## src/rtl/latch_readout_pkg.sv

```systemverilog
// Shared types and constants for the two-channel latched-counter readout framer.
// LATCH_READOUT_CHKSUM_EN adds the trailing XOR checksum state.
package latch_readout_pkg;

    typedef enum logic [2:0] {
        ST_IDLE = 3'd0,
        ST_HDR  = 3'd1,
        ST_DATA = 3'd2,
`ifdef LATCH_READOUT_CHKSUM_EN
        ST_CHK  = 3'd3,
`endif
        ST_ACK  = 3'd4
    } state_t;

    localparam int         DEF_WIDTH  = 64;
    localparam logic [7:0] DEF_HDR1   = 8'hA1;
    localparam logic [7:0] DEF_HDR2   = 8'hA2;
    localparam int         DEF_NBYTES = DEF_WIDTH / 8;

    // Byte counter is never narrower than 3 bits.
    function automatic int cnt_width(input int nbytes);
        int w;
        w = $clog2(nbytes);
        return (w < 3) ? 3 : w;
    endfunction

endpackage

```

## src/rtl/latch_readout.sv

```systemverilog
// Two-channel latch readout: snapshots a latched counter and streams it as a byte frame.
// Build option LATCH_READOUT_CHKSUM_EN appends an XOR checksum byte to each frame.
//
// state | meaning
// IDLE  | waiting for an armed channel with a (registered) ready request
// HDR   | presenting the granted channel's header byte
// DATA  | presenting snapshot bytes, most-significant first
// CHK   | presenting XOR of header and data bytes (checksum build only)
// ACK   | one-cycle release pulse to the granted latch, disarm that channel
module latch_readout
    import latch_readout_pkg::*;
#(
    parameter int         pWIDTH = DEF_WIDTH,
    parameter logic [7:0] pHDR1  = DEF_HDR1,
    parameter logic [7:0] pHDR2  = DEF_HDR2
) (
    input  logic              iCLK,
    input  logic              iRST_N,
    input  logic              iRdy1,
    input  logic [31:0]       i1Lo,
    input  logic [pWIDTH-33:0] i1Hi,
    input  logic              iRdy2,
    input  logic [31:0]       i2Lo,
    input  logic [pWIDTH-33:0] i2Hi,
    output logic              oRst1,
    output logic              oRst2,
    output logic [7:0]        oDATA,
    output logic              oVALID,
    input  logic              iREADY,
    output logic              oBUSY
);

    localparam int            NB   = pWIDTH / 8;
    localparam int            CW   = cnt_width(NB);
    localparam logic [CW-1:0] LAST = CW'(NB - 1);

    state_t              r_state;
    state_t              w_next;
    logic                r_rdy1, r_rdy2;
    logic                r_arm1, r_arm2;
    logic                r_pri;
    logic                r_ch;
    logic [pWIDTH-1:0]   r_snap;
    logic [CW-1:0]       r_cnt;
`ifdef LATCH_READOUT_CHKSUM_EN
    logic [7:0]          r_xor;
`endif

    logic       w_req1, w_req2, w_gnt2, w_accept;
    logic [7:0] w_hdr;

    assign w_req1   = r_rdy1 & r_arm1;
    assign w_req2   = r_rdy2 & r_arm2;
    assign w_gnt2   = w_req2 & (~w_req1 | r_pri);
    assign w_accept = oVALID & iREADY;
    assign w_hdr    = r_ch ? pHDR2 : pHDR1;

    always_ff @(posedge iCLK or negedge iRST_N) begin
        if (!iRST_N) r_state <= ST_IDLE;
        else         r_state <= w_next;
    end

    always_comb begin
        w_next = r_state;
        unique case (r_state)
            ST_IDLE: if (w_req1 | w_req2) w_next = ST_HDR;
            ST_HDR:  if (w_accept) w_next = ST_DATA;
`ifdef LATCH_READOUT_CHKSUM_EN
            ST_DATA: if (w_accept && r_cnt == LAST) w_next = ST_CHK;
            ST_CHK:  if (w_accept) w_next = ST_ACK;
`else
            ST_DATA: if (w_accept && r_cnt == LAST) w_next = ST_ACK;
`endif
            ST_ACK:  w_next = ST_IDLE;
            default: w_next = ST_IDLE;
        endcase
    end

    always_comb begin
        oVALID = 1'b0;
        oDATA  = 8'h00;
        oBUSY  = 1'b1;
        oRst1  = 1'b0;
        oRst2  = 1'b0;
        unique case (r_state)
            ST_IDLE: oBUSY = 1'b0;
            ST_HDR: begin
                oVALID = 1'b1;
                oDATA  = w_hdr;
            end
            ST_DATA: begin
                oVALID = 1'b1;
                oDATA  = r_snap[pWIDTH-1 -: 8];
            end
`ifdef LATCH_READOUT_CHKSUM_EN
            ST_CHK: begin
                oVALID = 1'b1;
                oDATA  = r_xor;
            end
`endif
            ST_ACK: begin
                oRst1 = ~r_ch;
                oRst2 = r_ch;
            end
            default: oBUSY = 1'b0;
        endcase
    end

    // Ready is registered first; arm only re-sets once the registered ready is seen low.
    always_ff @(posedge iCLK or negedge iRST_N) begin
        if (!iRST_N) begin
            r_rdy1 <= 1'b0;
            r_rdy2 <= 1'b0;
            r_arm1 <= 1'b1;
            r_arm2 <= 1'b1;
            r_pri  <= 1'b0;
            r_ch   <= 1'b0;
            r_snap <= '0;
            r_cnt  <= '0;
`ifdef LATCH_READOUT_CHKSUM_EN
            r_xor  <= 8'h00;
`endif
        end else begin
            r_rdy1 <= iRdy1;
            r_rdy2 <= iRdy2;
            if (!r_rdy1) r_arm1 <= 1'b1;
            if (!r_rdy2) r_arm2 <= 1'b1;
            unique case (r_state)
                ST_IDLE: begin
                    if (w_req1 | w_req2) begin
                        r_ch   <= w_gnt2;
                        r_snap <= w_gnt2 ? {i2Hi, i2Lo} : {i1Hi, i1Lo};
                        r_cnt  <= '0;
                        if (w_req1 & w_req2) r_pri <= ~w_gnt2;
                    end
                end
`ifdef LATCH_READOUT_CHKSUM_EN
                ST_HDR: if (w_accept) r_xor <= w_hdr;
`endif
                ST_DATA: begin
                    if (w_accept) begin
                        r_snap <= r_snap << 8;
                        r_cnt  <= r_cnt + 1'b1;
`ifdef LATCH_READOUT_CHKSUM_EN
                        r_xor  <= r_xor ^ r_snap[pWIDTH-1 -: 8];
`endif
                    end
                end
                ST_ACK: begin
                    if (r_ch) r_arm2 <= 1'b0;
                    else      r_arm1 <= 1'b0;
                end
                default: ;
            endcase
        end
    end

endmodule

```

## config.mk

```make
export PLATFORM = sky130hd
export DESIGN_NAME = latch_readout
export DESIGN_NICKNAME = d
export VERILOG_FILES = /design/src/rtl/latch_readout_pkg.sv /design/src/rtl/latch_readout.sv
export SDC_FILE = /design/constraint.sdc
export NUM_CORES = 1
export LEC_CHECK = 0
export ABC_CLOCK_PERIOD_IN_PS = 2200
export CAP_MARGIN = 20
export CORE_AREA = 2 2 106 150
export DETAILED_ROUTE_END_ITERATION = 10
export DIE_AREA = 0 0 108 152
export SLEW_MARGIN = 10
export SYNTH_ARGS = -nofsm -noshare
export SYNTH_HDL_FRONTEND = slang
export SYNTH_SLANG_ARGS = --single-unit
```

## constraint.sdc

```tcl
create_clock -name iCLK -period 2.2 [get_ports iCLK]
set_input_delay 0.44 -clock iCLK [delete_from_list [all_inputs] [get_ports iCLK]]
set_output_delay 0.44 -clock iCLK [all_outputs]
set_load 0.05 [all_outputs]
```

# == Word level (Yosys, flattened, before mapping) ==
# Index checks and enable logic that the tools add are counted.
# op_classes
n_addsub,1
eq_ne,8
mux,23
n_bitwise,10
n_reduce_logical,9
# ops
op,n
$mux 64,3
$pmux 64 s2,1
$pmux 8 s2,1
$mux 3,5
$mux 1,10
$pmux 3 s3,1
$reduce_and 3->1,3
$ne 2x2->1 const B,4
$eq 3x3->1 const B,2
$pmux 3 s2,1
$and 1x1->1,5
$add 3x1->3 const B,1
$eq 3x1->1 const B,1
$eq 3x2->1 const B,1
$logic_not 3->1,1
$not 1->1,3
$reduce_or 3->1,1
$mux 2,1
$or 1x1->1,2
$reduce_and 2->1,1
$reduce_bool 2->1,1
$reduce_or 2->1,1
$logic_and 1x1->1,1
# totals
ff_bits,76
input_bits,133
output_inout_bits,12
elab_cells,60

# == Longest topological paths before layout ==
# logic_depth
depth_word,7
depth_mapped,7
mapped_depth_nobuf,5

# == Worst setup path before layout ==
# No wires, ideal clock.
# synth_path
path_type,reg-to-output
start,register r_state[2]
end,output port oRst2
arrival_time_ns,2.463
path_slack_ns,-0.703
path_stages_with_launch,3
cell_sequence,dfrtp_1 > clkbuf_1 > nor4b_1
# synth_via
elab_chain_len,2
# synth_lines
element,line,text
"start, declared",latch_readout.sv:37,state_t r_state;
"start signal, assigned",latch_readout.sv:60,else r_state <= w_next;
$eq 3x3->1,latch_readout.sv:85,unique case (r_state)
$mux 1,latch_readout.sv:85,
"end, declared",latch_readout.sv:26,"output logic oRst2,"
# Every way passes these cells.

# == Final worst setup path ==
# layout_path
start,register r_state[0]
end,output port oDATA[0]
# layout_via
elab_chain_len,2
word_cells_on_any_way,3
classes_between,eq/ne (2); mux (1)
# layout_lines
element,line,text
$eq 3x2->1 / $eq 3x1->1 (equally long branches),latch_readout.sv:85,
$pmux 8 s2 (*),latch_readout.sv:85,
"end, declared",latch_readout.sv:27,"output logic [7:0] oDATA,"
# Mark *: on every way between the ends. The rest lies on a longest branch, timed or not.

==> impl_metrics.json <==
{
  "outcome": "complete, no violations",
  "grt_usage_pct": 14.6,
  "die-area_um2": 16400,
  "cts.sinks": 76,
  "multi_input_area_um2": 2310,
  "globalRoute.totalOverflow": 0,
  "syn2layout_area_growth_pct": 47.4,
  "required_ns": 1.76,
  "insertion_delay_ns": 0.33,
  "reg2regPathDepth": 6,
  "critPathKind": "reg2out",
  "regArea_um2": 1910,
  "netlist.area_leader.share_pct": 41.6,
  "rsz0062_at_grt": "no",
  "dieWidth_um": 108,
  "dpl.hpwl_mm": 8.74,
  "yosys_warnings": 0,
  "hold_path_class": "in2async",
  "grt_antenna_before_repair": 0,
  "ant_nets": 0,
  "initial_utilization_pct": 29.3,
  "maxSlewHeadroom_pct": 68.2,
  "place_congestion": 0.799,
  "crit_slowest_cell": "dfrtp_2",
  "drive_gt1_share_pct": 21.7,
  "reg2reg_to": "r_snap[12]",
  "cts_buffers": 9,
  "worstSetupStartpoint": "r_state[0]",
  "cts_tree": "done",
  "die_height_um": 152,
  "port_buffers": 144,
  "critPathCaptureType": "primary output",
  "wire_per_inst_um": 15.4,
  "drc": 0,
  "clk_pin_slew_ns": 0.06,
  "drt_wl_total_mm": 11.6,
  "num_vias": 3588,
  "first_pass_iters": 6,
  "grt_pass1_vias": 3772,
  "finalSetupTns_ns": 0,
  "finalSetupViolCount": 0,
  "fp-row-count": 54,
  "ctsLongestPathBuffers": 2,
  "report.final.slew_viol_count": 0,
  "fin_skew_ns": 0.00621,
  "ys_seq_area_share_pct": 42.8,
  "critPathArrivalTime_ns": 1.64,
  "synth_top_area_cell": "dfrtp_1",
  "r2r_start": "r_rdy2",
  "grt_pass1_wl_mm": 19.1,
  "peakVddDrop_mv": 0.728,
  "dp.cells": 733,
  "n_fill_cell": 1478,
  "stdcell_count": 749,
  "cpLargestDelayFamily": "flip-flops",
  "startpoint_type": "flop",
  "fmax_mhz": 481,
  "ioPinCount": 145,
  "p_per_area_nw_per_um2": 1220,
  "ys_seq_elements": 76,
  "critPathMaxStageDelay_ns": 0.53,
  "synth_cells": 413,
  "drt_iter0_drc": 194,
  "htree_levels": 3,
  "cp_max_fo": 10,
  "finalHoldViolations": 0,
  "layout.nets": 683,
  "antenna_cells": 0,
  "yosys-top-cells-area": "dfrtp_1, mux2i_1, a211oi_2",
  "synth.distinct_cells": 37,
  "ff2ff_setup_slack_ns": 0.37,
  "p_leak_nw": 2.64,
  "cap_viol_max_count": 0,
  "synth_area_um2": 4450,
  "path_cells": "nor2b_2 -> a22oi_1 -> nor2_1 -> buf_12",
  "worst_pin_slew_ns": 0.476,
  "synth_area_per_cell_um2": 10.8,
  "clockRootBuffer": "clkbuf_16",
  "period_minus_slack_ns": 2.08,
  "core_area_um2": 15200,
  "avgViaCountPerCell": 4.79,
  "crit_buf_inv": 1,
  "grt_max_degree": 58,
  "period_share_pct": 94.5,
  "syn-num-nets": 548
}
-- power breakdown --
part / switching [mW] / total [mW] / leakage [nW] / internal, mW
combinational: 2.16 / 3.96 / 1.64 / 1.79
clock: 0.566 / 1.56 / 0.149 / 0.993
sequential: 0.459 / 2.50 / 0.856 / 2.04
-- cell families (layout without fill, tap and decap cells) --
| group | Yosys count | after routing | share of synthesized area (%) |
|---|---|---|---|
| AO/OA/AOI/OAI | 81 | 81 | 17.7 |
| multiplexers | 64 | 64 | 14.4 |
| flip-flops | 76 | 76 | 42.8 |
| AND/OR/NAND/NOR | 150 | 150 | 18.2 |
| buffers and inverters | 38 | 178 | 5.96 |
| adder cells (fa/ha/maj) | 2 | 2 | 0.562 |
| XOR/XNOR | 2 | 2 | 0.394 |
-- final cells by class --
class / instances / area share [%]
multi-input cells: 299 / 35.2
flip-flops and latches: 76 / 29.1
repair buffers: 159 / 27.0
well taps: 196 / 3.74
clock buffers: 10 / 3.49
clock inverters: 6 / 1.35
inverters: 3 / 0.172
-- cell usage in the layout, fill, tap and decap left out, drive strengths merged, types with 2 or more instances in the layout --
cell / instances
nor2: 64
ha: 2
a32o: 2
nor2b: 2
inv: 3
buf: 28
clkinv: 2
clkinvlp: 2
mux2i: 64
dfrtp: 74
xnor2: 2
dfstp: 2
nor3: 57
and2: 6
a22o: 2
nand2: 14
o21ai: 11
a211oi: 56
a21oi: 4
bufinv: 2
clkbuf: 10
a22oi: 4
clkdlybuf4s50: 131
nor4b: 2
-- how the worst max path moves through the flow --
stage / to / slack, ns / cells after the start
6_report: oDATA[0] / 0.12 / 4
5_1_grt: oDATA[1] / 0.01 / 4
4_1_cts: oDATA[0] / 0.03 / 4
3_5_place_dp: r_snap[13] / 0.17 / 6
3_3_place_gp: r_snap[13] / 0.24 / 6
2_1_floorplan: oRst2 / 0.03 / 2
-- flip-flops by register name, indices dropped and copies added (netlist names) --
name,count
r_arm1,1
r_arm2,1
r_ch,1
r_cnt,3
r_pri,1
r_rdy1,1
r_rdy2,1
r_snap,64
r_state,3
-- metal layers --
| layer | vias up | part of all wire (%) | track usage [%] |
|---|---|---|---|
| li1 | 1769 | - | - |
| met1 | 1700 | 42 | 18.4 |
| met2 | 105 | 51 | 25.1 |
| met3 | 14 | 5.4 | 3.00 |
| met4 | 0 | 1.9 | 4.21 |
| met5 | - | 0 | 0 |
-- synth_stat cells --
cell type / count
and2_0: 1
buf_4: 3
a21oi_1: 4
a211oi_1: 16
inv_1: 3
dfstp_2: 2
nor3_4: 1
buf_2: 17
nand3b_1: 1
nand4_1: 1
a22oi_2: 1
nor4b_1: 2
a2111oi_0: 1
nand3_1: 1
nand2_1: 13
mux2i_1: 64
and2_1: 5
a211oi_2: 40
nor2_1: 64
nor3_1: 36
o21ai_0: 11
o21ba_2: 1
buf_8: 4
a22o_1: 2
nor3b_4: 1
nor2b_1: 1
clkbuf_1: 5
a22oi_1: 3
nand2_2: 1
ha_1: 2
nor2b_4: 1
nand2b_1: 1
buf_6: 6
a32o_1: 2
nor3_2: 20
xnor2_1: 2
dfrtp_1: 74
-- worst register-to-register path, delay by kind of cell (launching register included) --
family	cells	cell delay, ns
compound gates	3	0.93
flops	1	0.39
buf+inv	2	0.35
simple gates	1	0.06
-- stage by stage --
step	area, µm²	total power, mW	util [%]	hold slack (ns)	setup slack, ns
floorplan	4460	5.22	-	0.144	0.0300
global placement	6240	6.41	41.0	0.428	0.242
detailed placement	6240	6.53	41.0	0.437	0.172
CTS	6560	8.11	43.1	0.0760	0.0302
global route	6560	8.58	43.2	0.0973	0.0127
finish	6560	8.02	43.2	0.0618	0.121
-- what timing repair did --
action	in CTS	in global routing
hold endpoints to repair	0	0
setup endpoints to repair	4	10
resized for setup	1	3
hold buffers	0	0
pin swaps	0	0
setup buffers	0	0
No activity file was read; power rests on OpenSTA's default activity.
